==> src/rtl/spi_pkg.sv <==
// rtl/spi_pkg.sv - shared defaults and FSM state type for the SPI slave receiver
package spi_pkg;

    localparam int DATA_W_DEF     = 12;
    localparam int FIFO_DEPTH_DEF = 4;

    typedef enum logic [1:0] {
        IDLE  = 2'd0,
        SKIP  = 2'd1,
        SHIFT = 2'd2,
        DONE  = 2'd3
    } state_t;

endpackage

==> src/rtl/spi_slave_rx_if.sv <==
// rtl/spi_slave_rx_if.sv - SPI wire side plus received-word handshake and status
interface spi_slave_rx_if
    import spi_pkg::*;
#(
    parameter int DATA_W = DATA_W_DEF
) ();

    logic              sclk;
    logic              cs;
    logic              mosi;
    logic [DATA_W-1:0] dout;
    logic              dout_valid;
    logic              dout_ready;
    logic              busy;
    logic              frame_err;
    logic              overflow;

    modport slave (
        input  sclk, cs, mosi, dout_ready,
        output dout, dout_valid, busy, frame_err, overflow
    );

    modport master (
        output sclk, cs, mosi, dout_ready,
        input  dout, dout_valid, busy, frame_err, overflow
    );

endinterface

==> src/rtl/spi_rx_fifo.sv <==
// rtl/spi_rx_fifo.sv - first-word fall-through buffer for received words
module spi_rx_fifo
    import spi_pkg::*;
#(
    parameter int DATA_W     = DATA_W_DEF,
    parameter int FIFO_DEPTH = FIFO_DEPTH_DEF
) (
    input  logic              clk,
    input  logic              rst,
    input  logic              push_i,
    input  logic [DATA_W-1:0] din_i,
    input  logic              pop_i,
    output logic [DATA_W-1:0] dout_o,
    output logic              full_o,
    output logic              empty_o,
    output logic              overflow_o
);

    localparam int AW = $clog2(FIFO_DEPTH);
    localparam int CW = AW + 1;

    logic [DATA_W-1:0] mem_q [FIFO_DEPTH];
    logic [AW-1:0]     wr_ptr_q, wr_ptr_d;
    logic [AW-1:0]     rd_ptr_q, rd_ptr_d;
    logic [CW-1:0]     cnt_q, cnt_d;
    logic              overflow_q;
    logic              do_push;
    logic              do_pop;

    assign full_o     = (cnt_q == CW'(FIFO_DEPTH));
    assign empty_o    = (cnt_q == '0);
    assign dout_o     = mem_q[rd_ptr_q];
    assign overflow_o = overflow_q;

    // A pop frees the slot that a same-cycle push into a full buffer needs.
    assign do_pop  = pop_i & ~empty_o;
    assign do_push = push_i & (~full_o | do_pop);

    // Next pointer/occupancy values; power-of-2 depth makes pointers wrap naturally.
    always_comb begin
        wr_ptr_d = wr_ptr_q;
        rd_ptr_d = rd_ptr_q;
        cnt_d    = cnt_q + CW'(do_push) - CW'(do_pop);
        if (do_push) begin
            wr_ptr_d = wr_ptr_q + AW'(1);
        end
        if (do_pop) begin
            rd_ptr_d = rd_ptr_q + AW'(1);
        end
    end

    // Storage, pointers and the registered drop pulse.
    always_ff @(posedge clk) begin
        if (rst) begin
            wr_ptr_q   <= '0;
            rd_ptr_q   <= '0;
            cnt_q      <= '0;
            overflow_q <= 1'b0;
            for (int i = 0; i < FIFO_DEPTH; i++) begin
                mem_q[i] <= '0;
            end
        end else begin
            wr_ptr_q   <= wr_ptr_d;
            rd_ptr_q   <= rd_ptr_d;
            cnt_q      <= cnt_d;
            overflow_q <= push_i & full_o & ~do_pop;
            if (do_push) begin
                mem_q[wr_ptr_q] <= din_i;
            end
        end
    end

endmodule

==> src/rtl/spi_slave_rx.sv <==
// rtl/spi_slave_rx.sv - SPI slave receiver: synchronizers, framing FSM, word buffer
module spi_slave_rx
    import spi_pkg::*;
#(
    parameter int DATA_W     = DATA_W_DEF,
    parameter int FIFO_DEPTH = FIFO_DEPTH_DEF
) (
    input  logic           clk,
    input  logic           rst,
    spi_slave_rx_if.slave  bus
);

    localparam int CNT_W = $clog2(DATA_W);

    logic              cs_meta_q, cs_sync_q, cs_high_q;
    logic              sclk_meta_q, sclk_sync_q, sclk_prev_q;
    logic              mosi_meta_q, mosi_sync_q;
    logic [1:0]        vld_q;
    logic              cs_fall;
    logic              sclk_fall;

    state_t            state_q;
    logic [CNT_W-1:0]  count_q;
    logic [DATA_W-1:0] word_q;
    logic              push_q;
    logic              frame_err_q;

    logic [DATA_W-1:0] fifo_dout;
    logic              fifo_full;
    logic              fifo_empty;
    logic              fifo_ovf;

    // Two-flop synchronizers; vld_q marks when cs_sync_q holds a real post-reset
    // sample so a cs held low through reset cannot fake a falling edge.
    always_ff @(posedge clk) begin
        if (rst) begin
            cs_meta_q   <= 1'b1;
            cs_sync_q   <= 1'b1;
            cs_high_q   <= 1'b0;
            sclk_meta_q <= 1'b0;
            sclk_sync_q <= 1'b0;
            sclk_prev_q <= 1'b0;
            mosi_meta_q <= 1'b0;
            mosi_sync_q <= 1'b0;
            vld_q       <= 2'b00;
        end else begin
            cs_meta_q   <= bus.cs;
            cs_sync_q   <= cs_meta_q;
            cs_high_q   <= vld_q[1] & cs_sync_q;
            sclk_meta_q <= bus.sclk;
            sclk_sync_q <= sclk_meta_q;
            sclk_prev_q <= sclk_sync_q;
            mosi_meta_q <= bus.mosi;
            mosi_sync_q <= mosi_meta_q;
            vld_q       <= {vld_q[0], 1'b1};
        end
    end

    assign cs_fall   = cs_high_q & ~cs_sync_q;
    assign sclk_fall = sclk_prev_q & ~sclk_sync_q;

    // Framing FSM: dummy first falling edge, LSB-first shift, push on completion.
    always_ff @(posedge clk) begin
        if (rst) begin
            state_q     <= IDLE;
            count_q     <= '0;
            word_q      <= '0;
            push_q      <= 1'b0;
            frame_err_q <= 1'b0;
        end else begin
            push_q      <= 1'b0;
            frame_err_q <= 1'b0;
            case (state_q)
                IDLE: begin
                    if (cs_fall) begin
                        state_q <= SKIP;
                        count_q <= '0;
                        word_q  <= '0;
                    end
                end
                SKIP: begin
                    if (cs_sync_q) begin
                        state_q     <= IDLE;
                        frame_err_q <= 1'b1;
                    end else if (sclk_fall) begin
                        state_q <= SHIFT;
                    end
                end
                SHIFT: begin
                    if (cs_sync_q) begin
                        state_q     <= IDLE;
                        count_q     <= '0;
                        frame_err_q <= 1'b1;
                    end else if (sclk_fall) begin
                        word_q[count_q] <= mosi_sync_q;
                        if (count_q == CNT_W'(DATA_W - 1)) begin
                            state_q <= DONE;
                            count_q <= '0;
                            push_q  <= 1'b1;
                        end else begin
                            count_q <= count_q + CNT_W'(1);
                        end
                    end
                end
                DONE: begin
                    if (cs_sync_q) begin
                        state_q <= IDLE;
                    end
                end
                default: state_q <= IDLE;
            endcase
        end
    end

    spi_rx_fifo #(
        .DATA_W     (DATA_W),
        .FIFO_DEPTH (FIFO_DEPTH)
    ) u_fifo (
        .clk        (clk),
        .rst        (rst),
        .push_i     (push_q),
        .din_i      (word_q),
        .pop_i      (bus.dout_ready),
        .dout_o     (fifo_dout),
        .full_o     (fifo_full),
        .empty_o    (fifo_empty),
        .overflow_o (fifo_ovf)
    );

    assign bus.dout       = fifo_dout;
    assign bus.dout_valid = ~fifo_empty;
    assign bus.busy       = (state_q != IDLE);
    assign bus.frame_err  = frame_err_q;
    assign bus.overflow   = fifo_ovf;

endmodule

==> src/flat_wrapper.sv <==
// flat-port wrapper written by rule: the top's interface ports become plain ports
module spi_slave_rx_flat import spi_pkg::*;
#(
    parameter int DATA_W     = DATA_W_DEF,
    parameter int FIFO_DEPTH = FIFO_DEPTH_DEF
)
  (clk, rst, bus_sclk, bus_cs, bus_mosi, bus_dout_ready, bus_dout, bus_dout_valid, bus_busy, bus_frame_err, bus_overflow);
  spi_slave_rx_if #(.DATA_W(DATA_W)) bus_i ();
  input  logic clk;
  input  logic rst;
  input wire logic [$bits(bus_i.sclk)-1:0] bus_sclk;
  input wire logic [$bits(bus_i.cs)-1:0] bus_cs;
  input wire logic [$bits(bus_i.mosi)-1:0] bus_mosi;
  input wire logic [$bits(bus_i.dout_ready)-1:0] bus_dout_ready;
  output wire logic [$bits(bus_i.dout)-1:0] bus_dout;
  output wire logic [$bits(bus_i.dout_valid)-1:0] bus_dout_valid;
  output wire logic [$bits(bus_i.busy)-1:0] bus_busy;
  output wire logic [$bits(bus_i.frame_err)-1:0] bus_frame_err;
  output wire logic [$bits(bus_i.overflow)-1:0] bus_overflow;
  assign bus_i.sclk = bus_sclk;
  assign bus_i.cs = bus_cs;
  assign bus_i.mosi = bus_mosi;
  assign bus_i.dout_ready = bus_dout_ready;
  assign bus_dout = bus_i.dout;
  assign bus_dout_valid = bus_i.dout_valid;
  assign bus_busy = bus_i.busy;
  assign bus_frame_err = bus_i.frame_err;
  assign bus_overflow = bus_i.overflow;
  spi_slave_rx #(.DATA_W(DATA_W), .FIFO_DEPTH(FIFO_DEPTH)) u_core (.clk(clk), .rst(rst), .bus(bus_i));
endmodule
==> config.mk <==
export PLATFORM = sky130hd
export DESIGN_NAME = spi_slave_rx_flat
export DESIGN_NICKNAME = d
export VERILOG_FILES = /design/src/rtl/spi_pkg.sv /design/src/rtl/spi_slave_rx_if.sv /design/src/rtl/spi_rx_fifo.sv /design/src/rtl/spi_slave_rx.sv /design/src/flat_wrapper.sv
export SDC_FILE = /design/constraint.sdc
export NUM_CORES = 1
export LEC_CHECK = 0
export ABC_CLOCK_PERIOD_IN_PS = 5100
export BUFFER_PORTS_ARGS = -buffer_cell sky130_fd_sc_hd__buf_2
export CAP_MARGIN = 10
export CORE_MARGIN = 8
export CORE_UTILIZATION = 60
export DETAILED_ROUTE_END_ITERATION = 10
export GPL_TIMING_DRIVEN = 1
export MAX_ROUTING_LAYER = met4
export PLACE_DENSITY = 0.87
export SKIP_LAST_GASP = 1
export SYNTH_ARGS = -nofsm -noshare
export SYNTH_HDL_FRONTEND = slang
export SYNTH_SLANG_ARGS = --single-unit
==> constraint.sdc <==
create_clock -name clk -period 5.1 [get_ports clk]
set_input_delay 0.255 -clock clk [delete_from_list [all_inputs] [get_ports clk]]
set_output_delay 0.255 -clock clk [all_outputs]
set_load 0.02 [all_outputs]
## Yosys cells after proc, flatten, opt, wreduce, memory -nomap -nowiden

Memories as Yosys holds them, arrays and structs flattened. A register that Yosys moved wholly into a read port is not among the register bits.
Index checks and enable logic that the tools add are counted.

- Bits in writable memories: 48
- Memories kept: 1
- Register bits after elaboration: 38
- Output and inout bits: 16

Memories:

| memory | depth | width | read ports | clocked after Yosys merged registers in | write ports | line | source |
|---|---|---|---|---|---|---|---|
| u_core.u_fifo.mem_q | 4 | 12 | 1 | 1 | 4 | spi_rx_fifo.sv:22 | `logic [DATA_W-1:0] mem_q [FIFO_DEPTH];` |

- Bitwise gates (word level): 16
- Add/sub/neg operators: 5
- Order comparisons: 2
- Mux-type cells: 33
- Reductions and logical operators: 12
- Eq/ne operators: 12

Operators by type and width:

| cell | number |
|---|---|
| 12-bit two-way mux | 4 |
| 12-bit one-hot mux with 2 select lines | 1 |
| 2-bit two-way mux | 10 |
| 4-bit two-way mux | 4 |
| 12-bit bitwise mux | 1 |
| 12-bit OR reduction | 1 |
| 1-bit two-way mux | 10 |
| 3-bit by 1-bit inequality test with 1-bit output (second input constant) | 3 |
| 1-bit inverter | 8 |
| 2-bit one-hot mux with 4 select lines | 1 |
| 4-bit one-hot mux with 2 select lines | 1 |
| 1-bit bitwise AND | 7 |
| 2-bit by 1-bit inequality test with 1-bit output (second input constant) | 3 |
| 4-bit by 5-bit < comparator with 1-bit output (second input constant) | 1 |
| 5-bit AND reduction | 1 |
| 2-bit by 1-bit adder with 2-bit output (second input constant) | 2 |
| 4-bit by 1-bit adder with 4-bit output (second input constant) | 1 |
| 1-bit demux with 4-bit select | 1 |
| 2-bit == test (second input constant) | 2 |
| 4-bit == test (second input constant) | 1 |
| 4-bit by 1-bit greater-or-equal comparator with 1-bit output (second input constant) | 1 |
| 4-bit AND reduction | 1 |
| 2-bit nonzero test | 2 |
| 2-bit OR reduction | 2 |
| 11 further kinds | 11 |

## Logic depth before layout (Yosys ltp)

Gate-level depths: netlist (run 1).

- Depth after elaboration: 10
- Depth in mapped cells: 8
- Mapped depth without buffers: 8

## Hierarchy

Synthesis (run 1) repeated with hierarchy kept, for this count alone.

- Cell total of the unflattened synthesis: 322
- Area, all modules: 4102.7 µm²

By module, submodules not included:

| module | times used | cells an instance | area each (µm²) |
|---|---|---|---|
| spi_rx_fifo | 1 | 166 | 2638.8 |
| spi_slave_rx | 1 | 156 | 1463.9 |

## Worst setup path after synthesis (run 1)

OpenSTA, ideal clock, no wires.

- Path kind: flip-flop to flip-flop
- From: register u_core.u_fifo.cnt_q[1]
- To: register u_core.u_fifo.cnt_q[1]
- Setup slack: 2.996 ns
- Library setup time: 0.128 ns
- Required time: 4.972 ns
- Stages on the path, launching flop included: 8
- Clock period less this slack: 2.104 ns
- Arrival time: 1.976 ns
- Cell sequence: dfxtp_1 or4b_4 nand2_1 ha_1 inv_1 ha_1 fa_1 nor2b_1

- Word-level cells in the longest chain between the ends: 7

RTL lines:

| what | line | source |
|---|---|---|
| start: declaration | spi_rx_fifo.sv:25 | `logic [CW-1:0] cnt_q, cnt_d;` |
| start signal: assignment | spi_rx_fifo.sv:65 | `cnt_q <= cnt_d;` |
| 3-bit zero test | spi_rx_fifo.sv:31 | `assign empty_o = (cnt_q == '0);` |
| 1-bit inverter | spi_rx_fifo.sv:36 | `assign do_pop = pop_i & ~empty_o;` |
| 1-bit bitwise AND | spi_rx_fifo.sv:36 |  |
| 1-bit bitwise OR | spi_rx_fifo.sv:37 | `assign do_push = push_i & (~full_o \| do_pop);` |
| 1-bit bitwise AND | spi_rx_fifo.sv:37 |  |
| 3-bit by 1-bit adder with 3-bit output | spi_rx_fifo.sv:43 | `cnt_d = cnt_q + CW'(do_push) - CW'(do_pop);` |
| 3-bit by 1-bit subtractor with 3-bit output * | spi_rx_fifo.sv:43 |  |
| net u_core.u_fifo.cnt_d[1] | spi_rx_fifo.sv:25 |  |

Mark *: on every way through the listed nets, which the timed path passes. The rest lies on a longest branch.
A chain may end at the register's enable or synchronous reset.

==> summary.txt, run 1 <==
Floorplanning
  – Starting density of the core: 0.6135
  – Core area: 0.006277 mm²
  – Die area: 0.009238 mm²
  – Boundary Pins: 22
  – Cell row count: 29
  – Die height: 96.12 µm
  – Die width: 96.12 µm

Clock tree
  – Post-CTS Repair Setup Buffers: 0
  – Num CTS Buffers: 9
  – Post-CTS Hold Fix Bufs: 0
  – CTS tree: yes
  – Worst-path clk slew: 0.08 ns
  – Worst skew pair latency: 0.36 ns
  – CTS Root Cell: clkbuf_8
  – H-tree lvl count: 3
  – Clock sinks: 88
  – Clk buf depth: 2
  – Post_cts resized: 0

Cells and area
  – Layout cell share with drive strength beyond 1: 0.1616
  – Synthesis-to-layout area growth: 9.422%
  – Non-Filler Instances: 436
  – Final core occ: 0.6713
  – Final instance area: 0.004214 mm²
  – Final net count: 372
  – Fillers: 469
  – ANT cells: 0

Logic synthesis
  – Avg Cell Area, Syn: 11.53 µm²
  – Most common cell in the netlist: edfxtp_1
  – Syn nets: 352
  – Number of flops mapped to enable cells by yosys: 48
  – Synth area leader: edfxtp_1
  – Seq cells post-synth: 88
  – Synth top area share: 0.3743
  – Commonest cells in the netlist: 48 x edfxtp_1, 44 x nand2_1, 40 x dfxtp_1
  – Register area share after synthesis: 0.5822
  – Top cells by area, synth: edfxtp_1 37%, dfxtp_1 21%, mux4_2 7.0%
  – Cell Area, Synth: 0.003851 mm²
  – Yosys warns: 0
  – Ys async rst share: 0
  – Post-synth top flop: edfxtp_1
  – Synthesized netlist cell count: 334
  – Count of cell types in the netlist: 44

Place
  – Post-place instance area: 0.004009 mm²
  – Post-DP HPWL: 4.924 mm
  – Placed cells: 420
  – Gp weighted congestion: 0.8664
  – IO buf count: 21

Global route
  – Gr busiest metal: met2
  – M3 GR Usage: 0.03120
  – First-pass GRT wire length: 11.64 mm
  – M1 GR Usage: 0.1907
  – Total track usage: 0.1734
  – Vias in the first global route: 2413
  – Largest net degree at the start of global routing: 36
  – Grt met2 use: 0.2900
  – Global route overflow: 0
  – Initial antenna violation count: 0

Hold path
  – Worst hold path type: in -> reg
  – Hold Path Sink: u_core.cs_meta_q
  – Hold path depth: 2
  – Hold Crit Start: bus_cs

Timing
  – Clk_skew: 0.01019 ns
  – RSZ-0062 raised after global routing: no
  – Max-slew violation count: 0
  – Final Hold Fails: 0
  – Final Cycle Share: 0.4736
  – # setup viols final: 0
  – Fmax: 0.4141 GHz
  – Setup_tns: 0 ns
  – Hold_ws: 0.07162 ns
  – Slew margin rel.: 0.4708
  – Fin crit period: 2.415 ns
  – Worst slew pin tran: 0.7927 ns

Status
  – Status: completed

Detailed routing
  – Routed Antenna Nets: 0
  – DRT iter0 DRCs: 128
  – Pre-Repair DR Iteration Count: 4
  – Via count: 2464
  – Wire per inst: 16.31 µm
  – Wirelength, routed: 7.111 mm
  – DRC: 0
  – Mean number of vias per cell: 5.651

Critical path
  – Crit-path cells: buf_2 > inv_1 > and3_4 > nor3b_4 > or2_1
  – Critical R2R Launch: u_core.state_q[0]
  – Reg-to-reg slack, setup: 2.85 ns
  – Crit path buffers/inverters: 2
  – Worst R2R End: u_core.word_q[8]
  – Crit path kind: in -> reg
  – CP top delay family: simple AND/OR/NAND/NOR gates
  – Slowest CP cell: inv_1
  – Critical-path maximum fanout: 35
  – R2r worst-path depth: 6
  – CP endpoint kind: flip-flop
  – Worst setup startpoint: rst
  – Critical Path RT: 5.10 ns
  – Type of origin of the critical path: input pin
  – Critical Path AT: 2.42 ns
  – CP max stage delay: 0.55 ns

Power and ir drop
  – Power Density: 379.5 mW/mm²
  – Worst IR Drop VDD: 0.3214 mV
  – Leak: 1.631 nW

Run
  – Max-Cap Viols: 0
-- routing by layer --
layer  vias up  wire length (µm)  part of all wire
li1       1206                 -                 -
met1      1192              2955              0.42
met2        54              3722              0.52
met3        12               298             0.042
met4         0               134             0.019
met5         -                 0                 0
-- flip-flops by register name (all words and copies together) (netlist names), 2 cells and up, named ones only --
signal	count
u_core.count_q	4
u_core.state_q	2
u_core.u_fifo.cnt_q	3
u_core.u_fifo.mem_q	48
u_core.u_fifo.rd_ptr_q	2
u_core.u_fifo.wr_ptr_q	2
u_core.vld_q	2
u_core.word_q	12
-- worst register-to-register path, stage by stage, from the launching register on --
cell and delay, ns:
dfxtp_1 0.35, inv_1 0.11, ha_1 0.55, nor2_1 0.16, a2111o_1 0.56, nor2_1 0.28, o2bb2ai_1 0.15
-- where the power goes --
group / leakage, nW / switching, mW / internal (mW) / total, mW
registers: 0.821 / 0.0506 / 0.783 / 0.834
clock network: 0.0989 / 0.255 / 0.241 / 0.497
logic: 0.711 / 0.134 / 0.135 / 0.269
-- cell families (layout without fill, tap and decap cells) --
group / Yosys count / after routing / synth area share
flip-flops: 88 / 88 / 0.5822
multiplexers: 12 / 12 / 0.07018
AO/OA/AOI/OAI: 42 / 42 / 0.07700
AND/OR/NAND/NOR: 133 / 133 / 0.1735
adder cells (fa/ha/maj): 12 / 12 / 0.04094
XOR/XNOR: 6 / 6 / 0.01365
buffers and inverters: 41 / 66 / 0.04256
-- placed cells by master, fill, tap and decap left out, drive strengths merged, types with 2 or more instances in the layout --
cell | synthesis | final
inv | 26 | 27
clkinvlp | 0 | 2
clkbuf | 12 | 10
nand2b | 7 | 7
nand4 | 2 | 2
or3 | 3 | 3
or2 | 3 | 3
clkinv | 0 | 2
buf | 3 | 24
o32ai | 9 | 9
mux4 | 12 | 12
o21ai | 5 | 5
and3 | 3 | 3
dfxtp | 40 | 40
a21oi | 16 | 16
xnor2 | 4 | 4
nand2 | 44 | 44
o2bb2ai | 3 | 3
nor4 | 2 | 2
nand3 | 5 | 5
xor2 | 2 | 2
nor2b | 13 | 13
ha | 11 | 11
nor3b | 2 | 2
and2 | 12 | 12
nor2 | 34 | 34
edfxtp | 48 | 48
-- worst max-delay path by stage --
stage                           endpoint  slack (ns)  cells past startpoint
2_1_floorplan     u_core.u_fifo.cnt_q[1]        3.00                      7
3_3_place_gp   u_core.u_fifo.mem_q[0][6]        2.52                      5
3_5_place_dp   u_core.u_fifo.mem_q[0][2]        2.30                      5
4_1_cts        u_core.u_fifo.mem_q[0][0]        2.68                      5
5_1_grt        u_core.u_fifo.mem_q[0][2]        2.50                      5
6_report       u_core.u_fifo.mem_q[0][4]        2.68                      5
-- layout make-up --
class / count / area [µm²] / share of cell area
clock buffer: 10 / 137.6 / 0.03266
clock inverter: 6 / 67.56 / 0.01603
inverter: 26 / 97.59 / 0.02316
multi-input combinational: 205 / 1445 / 0.3429
sequential: 88 / 2242 / 0.5321
tap: 77 / 96.34 / 0.02286
timing repair buffer: 24 / 127.6 / 0.03028
-- through the flow --
| stage | setup slack, ns | total power [mW] |
|---|---|---|
| floorplan | 2.996 | 1.053 |
| global placement | 2.515 | 1.117 |
| detailed placement | 2.297 | 1.126 |
| CTS | 2.681 | 1.614 |
| global route | 2.496 | 1.663 |
| finish | 2.685 | 1.599 |
(Power assumes the default switching activity.)
==> inputs of run 2 (changes only) <==
Settings changed: ABC_CLOCK_PERIOD_IN_PS 5100 to 2170, CORE_UTILIZATION 60 to 54, PLACE_DENSITY 0.87 to 0.83.
Clock period 5.1 ns to 2.17 ns, I/O delays scaled along.
==> run 2 against run 1 <==
Clock skew hardly changed. Cell count increased by 7.8%. Sequential share of layout area is 2.0 points lower. Sequential power increased by 130%. Clock power grew 130%. First-iteration DRC count rose by 59%. Non-clock buffer count increased by 15. Power grew 140%. Wire length rose by 4.5%.
==> summary.txt, run 2 (synthesis gave the netlist of run 1 again) <==
Global route
  – M3 GR Usage: 0.03108
  – Largest net degree at the start of global routing: 35
  – Gr busiest metal: met2
  – Vias in the first global route: 2643
  – M1 GR Usage: 0.1841
  – Global route overflow: 0
  – Initial antenna violation count: 0
  – Total track usage: 0.1636
  – First-pass GRT wire length: 12.54 mm
  – Grt met2 use: 0.2769

Detailed routing
  – Pre-Repair DR Iteration Count: 7
  – Mean number of vias per cell: 5.466
  – DRC: 0
  – Wire per inst: 15.81 µm
  – Via count: 2569
  – Routed Antenna Nets: 0
  – DRT iter0 DRCs: 204
  – Wirelength, routed: 7.430 mm

Place
  – Post-place instance area: 0.004108 mm²
  – Post-DP HPWL: 4.958 mm
  – Placed cells: 449
  – IO buf count: 21
  – Gp weighted congestion: 0.8134

Timing
  – Worst slew pin tran: 0.5878 ns
  – Max-slew violation count: 0
  – Clk_skew: 0.01066 ns
  – RSZ-0062 raised after global routing: yes
  – Fin crit period: 2.128 ns
  – Fmax: 0.4698 GHz
  – Final Hold Fails: 0
  – Final Cycle Share: 0.9808
  – # setup viols final: 0
  – Slew margin rel.: 0.6081

Power and ir drop
  – Final Total Pwr: 3.830 mW
  – Worst IR Drop VDD: 0.5257 mV
  – Leak: 1.707 nW
  – Power Density: 873.0 mW/mm²

Clock tree
  – Num CTS Buffers: 9
  – CTS Root Cell: clkbuf_8
  – Clock sinks: 88
  – Clk buf depth: 2
  – H-tree lvl count: 3
  – CTS tree: yes
  – Worst skew pair latency: 0.35 ns
  – Worst-path clk slew: 0.08 ns

Floorplanning
  – Boundary Pins: 22
  – Die height: 100.5 µm
  – Die width: 100.5 µm
  – Starting density of the core: 0.5637
  – Die area: 0.01009 mm²
  – Cell row count: 30
  – Core area: 0.006832 mm²

Cells and area
  – Synthesis-to-layout area growth: 13.91%
  – Non-Filler Instances: 470
  – Most flop-heavy register: u_core.u_fifo.mem_q
  – ANT cells: 0
  – Largest regs: u_core.u_fifo.mem_q (48), u_core.word_q (12), u_core.count_q (4)
  – Final net count: 387
  – Final instance area: 0.004387 mm²
  – Layout cell share with drive strength beyond 1: 0.2059
  – Commonest cells after routing, fill and taps aside: 48 x edfxtp_1, 43 x nand2_1, 37 x dfxtp_1
  – Max reg flops: 48
  – Commonest non-fill, non-tap cell in the layout: edfxtp_1

Critical path
  – Crit path kind: reg -> reg
  – Critical Path RT: 2.19 ns
  – Critical-path maximum fanout: 12
  – CP endpoint kind: flip-flop
  – Reg-to-reg slack, setup: 0.04 ns
  – R2r worst-path depth: 5
  – CP max stage delay: 0.57 ns
  – Type of origin of the critical path: flip-flop
  – Critical Path AT: 2.15 ns
  – Slowest CP cell: or4b_4
  – Crit-path cells: or4b_4 > buf_4 > and3_4 > nor3b_4 > or2_1

Hold path
  – Worst hold path type: in -> reg
  – Hold path depth: 3

Status
  – Status: completed

Run
  – Max-Cap Viols: 0
==> run 2: worst paths after layout <==
kind                          start                   endpoint
min                             rst            u_core.vld_q[0]
max reg2reg  u_core.u_fifo.cnt_q[1]  u_core.u_fifo.mem_q[0][9]
max          u_core.u_fifo.cnt_q[1]  u_core.u_fifo.mem_q[0][9]
min reg2reg        u_core.cs_meta_q           u_core.cs_sync_q
==> run 2: routing by layer <==
metal,part of all wire,up-vias
met4,0.015,0
met5,0,-
li1,-,1241
met3,0.042,11
met1,0.44,1244
met2,0.50,73
==> run 2: cell type report <==
class / count / area [µm²]
multi-input combinational: 205 / 1470
inverter: 26 / 97.59
clock buffer: 10 / 137.6
sequential: 88 / 2246
clock inverter: 6 / 67.56
timing repair buffer: 39 / 247.7
fill: 543 / 2445
tap: 96 / 120.1
==> run 2: critical path, delay by kind of cell, from the launching register on <==
family / cells / cell delay, ns
simple gates: 4 / 1.31
flops: 1 / 0.33
buf+inv: 1 / 0.17
==> run 2: repair_timing <==
action / in CTS / in global routing
setup buffers: 0 / 2
hold buffers: 3 / 0
resized for setup: 0 / 8
endpoints found under the setup margin: 0 / 2
hold endpoints to repair: 3 / 0
==> run 2: power breakdown <==
group          internal [mW]  switching, mW  total [mW]
clock network          0.570          0.593        1.16
registers               1.85         0.0607        1.91
logic                  0.363          0.397       0.760
==> run 2: per-stage QoR <==
step | worst slack [ns] | util | hold WS [ns] | setup TNS, ns
floorplan | 0.06566 | - | 0.2123 | 0
global placement | 0.1160 | 0.6013 | 0.2911 | 0
detailed placement | 0.03893 | 0.6013 | 0.2933 | 0
CTS | 0.02979 | 0.6357 | 0.05114 | 0
global route | -0.01856 | 0.6421 | 0.1809 | -0.1932
finish | 0.04163 | 0.6421 | 0.1752 | 0
==> inputs of run 3 (changes only) <==
Settings changed: CELL_PAD_IN_SITES_DETAIL_PLACEMENT set to 0, CELL_PAD_IN_SITES_GLOBAL_PLACEMENT set to 2, CORE_UTILIZATION 54 to 37.
==> run 3 against run 2 <==
Critical path depth up 2. Combinational power fell by 3.0%. Cell area about the same. Power decreased by 3.9%. Critical path type unchanged. Count of clock-buffer cells in the layout down 1. Critical endpoint is now u_core.u_fifo.cnt_q[1].
==> summary.txt, run 3 (synthesis gave the netlist of run 1 again) <==
Cells and area
  – Max reg flops: 48
  – Non-Filler Instances: 509
  – ANT cells: 0
  – Layout cell share with drive strength beyond 1: 0.1957
  – Final instance area: 0.004383 mm²
  – Synthesis-to-layout area growth: 13.81%
  – Final net count: 386
  – Commonest cells after routing, fill and taps aside: 48 x edfxtp_1, 43 x nand2_1, 38 x dfxtp_1
  – Largest regs: u_core.u_fifo.mem_q (48), u_core.word_q (12), u_core.count_q (4)
  – Commonest non-fill, non-tap cell in the layout: edfxtp_1
  – Most flop-heavy register: u_core.u_fifo.mem_q

Detailed routing
  – Wirelength, routed: 7.231 mm
  – Mean number of vias per cell: 4.857
  – Via count: 2472
  – Routed Antenna Nets: 0
  – Pre-Repair DR Iteration Count: 4
  – Wire per inst: 14.21 µm
  – DRT iter0 DRCs: 68
  – DRC: 0

Critical path
  – CP dominant cell by count: ha_1
  – CP max stage delay: 0.56 ns
  – CP top delay family: simple AND/OR/NAND/NOR gates
  – Crit path buffers/inverters: 1
  – Slowest CP cell: or4b_4
  – Crit-path cells: or4b_4 > nand2_2 > ha_1 > inv_1 > ha_1 > fa_1 > nor2b_1
  – Critical Path RT: 2.41 ns
  – Critical Path AT: 2.31 ns
  – Critical-path maximum fanout: 4
  – CP Depth: 7
  – Type of origin of the critical path: flip-flop
  – Crit path kind: reg -> reg
  – R2r worst-path depth: 7
  – CP endpoint kind: flip-flop

Run
  – Max-Cap Viols: 0

Timing
  – Setup WS post-layout: 0.09345 ns
  – RSZ-0062 raised after global routing: yes
  – Final Hold Fails: 0
  – # setup viols final: 0
  – Fin crit period: 2.077 ns
  – Fmax: 0.4816 GHz
  – Final Cycle Share: 0.9569
  – Clk_skew: 0.006980 ns
  – Max-slew violation count: 0
  – Slew margin rel.: 0.6025
  – Worst slew pin tran: 0.5954 ns

Clock tree
  – Worst-path clk slew: 0.09 ns
  – Clk buf depth: 2
  – Clock sinks: 88
  – CTS tree: yes
  – Num CTS Buffers: 9
  – Worst skew pair latency: 0.36 ns
  – CTS Root Cell: clkbuf_8
  – H-tree lvl count: 3

Floorplanning
  – Core area: 0.01023 mm²
  – Boundary Pins: 22
  – Die area: 0.01393 mm²
  – Starting density of the core: 0.3764
  – Die width: 118.0 µm
  – Die height: 118.0 µm
  – Cell row count: 37

Global route
  – Vias in the first global route: 2427
  – Global route overflow: 0
  – Initial antenna violation count: 0
  – Largest net degree at the start of global routing: 35
  – Total track usage: 0.1112
  – First-pass GRT wire length: 12.07 mm

Power and ir drop
  – Power Density: 839.7 mW/mm²
  – Leak: 1.693 nW
  – Worst IR Drop VDD: 0.2625 mV
  – Final Total Pwr: 3.680 mW

Hold path
  – Hold path depth: 4
  – Worst hold path type: in -> reg

Place
  – Post-DP HPWL: 5.003 mm
  – Placed cells: 489
  – Post-place instance area: 0.004158 mm²
  – Gp weighted congestion: 0.7578
  – Pre-CTS WS: 0.07395 ns
  – IO buf count: 21

Status
  – Status: completed
run 3: changes by cell type in the layout (fill, tap and decap cells not counted), sizes merged:
cell and change:
clkinv +2, clkbuf -1, bufinv -1, clkinvlp -1, inv +1, buf -1
run 3: routing by layer:
| metal | part of all wire | track usage | up-vias |
|---|---|---|---|
| met5 | 0 | - | - |
| met4 | 0.015 | 0.04644 | 0 |
| met3 | 0.035 | 0.02782 | 10 |
| met2 | 0.46 | 0.1740 | 42 |
| met1 | 0.49 | 0.1347 | 1187 |
| li1 | - | - | 1233 |
run 3: timing repair:
item | CTS | global route
gates resized for setup | 0 | 4
setup endpoints to repair | 0 | 7
hold endpoints to repair | 3 | 0
setup buffers | 0 | 1
hold buffers | 3 | 0
run 3: layout make-up:
class                   count  area (µm²)
well taps                 136       170.2
clock inverters             7       56.30
fillers                   991        5848
repair buffers             38       240.2
flip-flops and latches     88        2245
multi-input cells         205        1450
clock buffers               9       123.9
inverters                  26       97.59
run 3: path summary, 6_finish.rpt:
kind / from / end / slack (ns)
worst min register to register: u_core.cs_meta_q / u_core.cs_sync_q / 0.42
worst max-delay path: u_core.u_fifo.cnt_q[1] / u_core.u_fifo.cnt_q[1] / 0.09
worst max register to register: u_core.u_fifo.cnt_q[1] / u_core.u_fifo.cnt_q[1] / 0.09
worst min-delay path: bus_dout_ready / u_core.u_fifo.overflow_o / 0.16
run 3: metrics by stage:
stage	util	hold slack (ns)	setup TNS (ns)
after floorplan	-	0.2123	0
after global placement	0.4064	0.2908	0
after detailed placement	0.4064	0.2999	0
after CTS	0.4269	0.05337	0
after global routing	0.4284	0.1671	-0.009046
final	0.4284	0.1628	0
run 3: worst reg2reg max path, stage by stage, from the launching register on:
cell	delay, ns
dfxtp_1	0.32
or4b_4	0.56
nand2_2	0.10
ha_1	0.22
inv_1	0.06
ha_1	0.16
fa_1	0.41
nor2b_1	0.14
run 3: power breakdown:
group	leakage, nW	total, mW	internal, mW	switching, mW
registers	0.822	1.90	1.84	0.0596
clock network	0.0955	1.04	0.430	0.610
logic	0.776	0.737	0.353	0.383
total	1.69	3.68	2.63	1.05
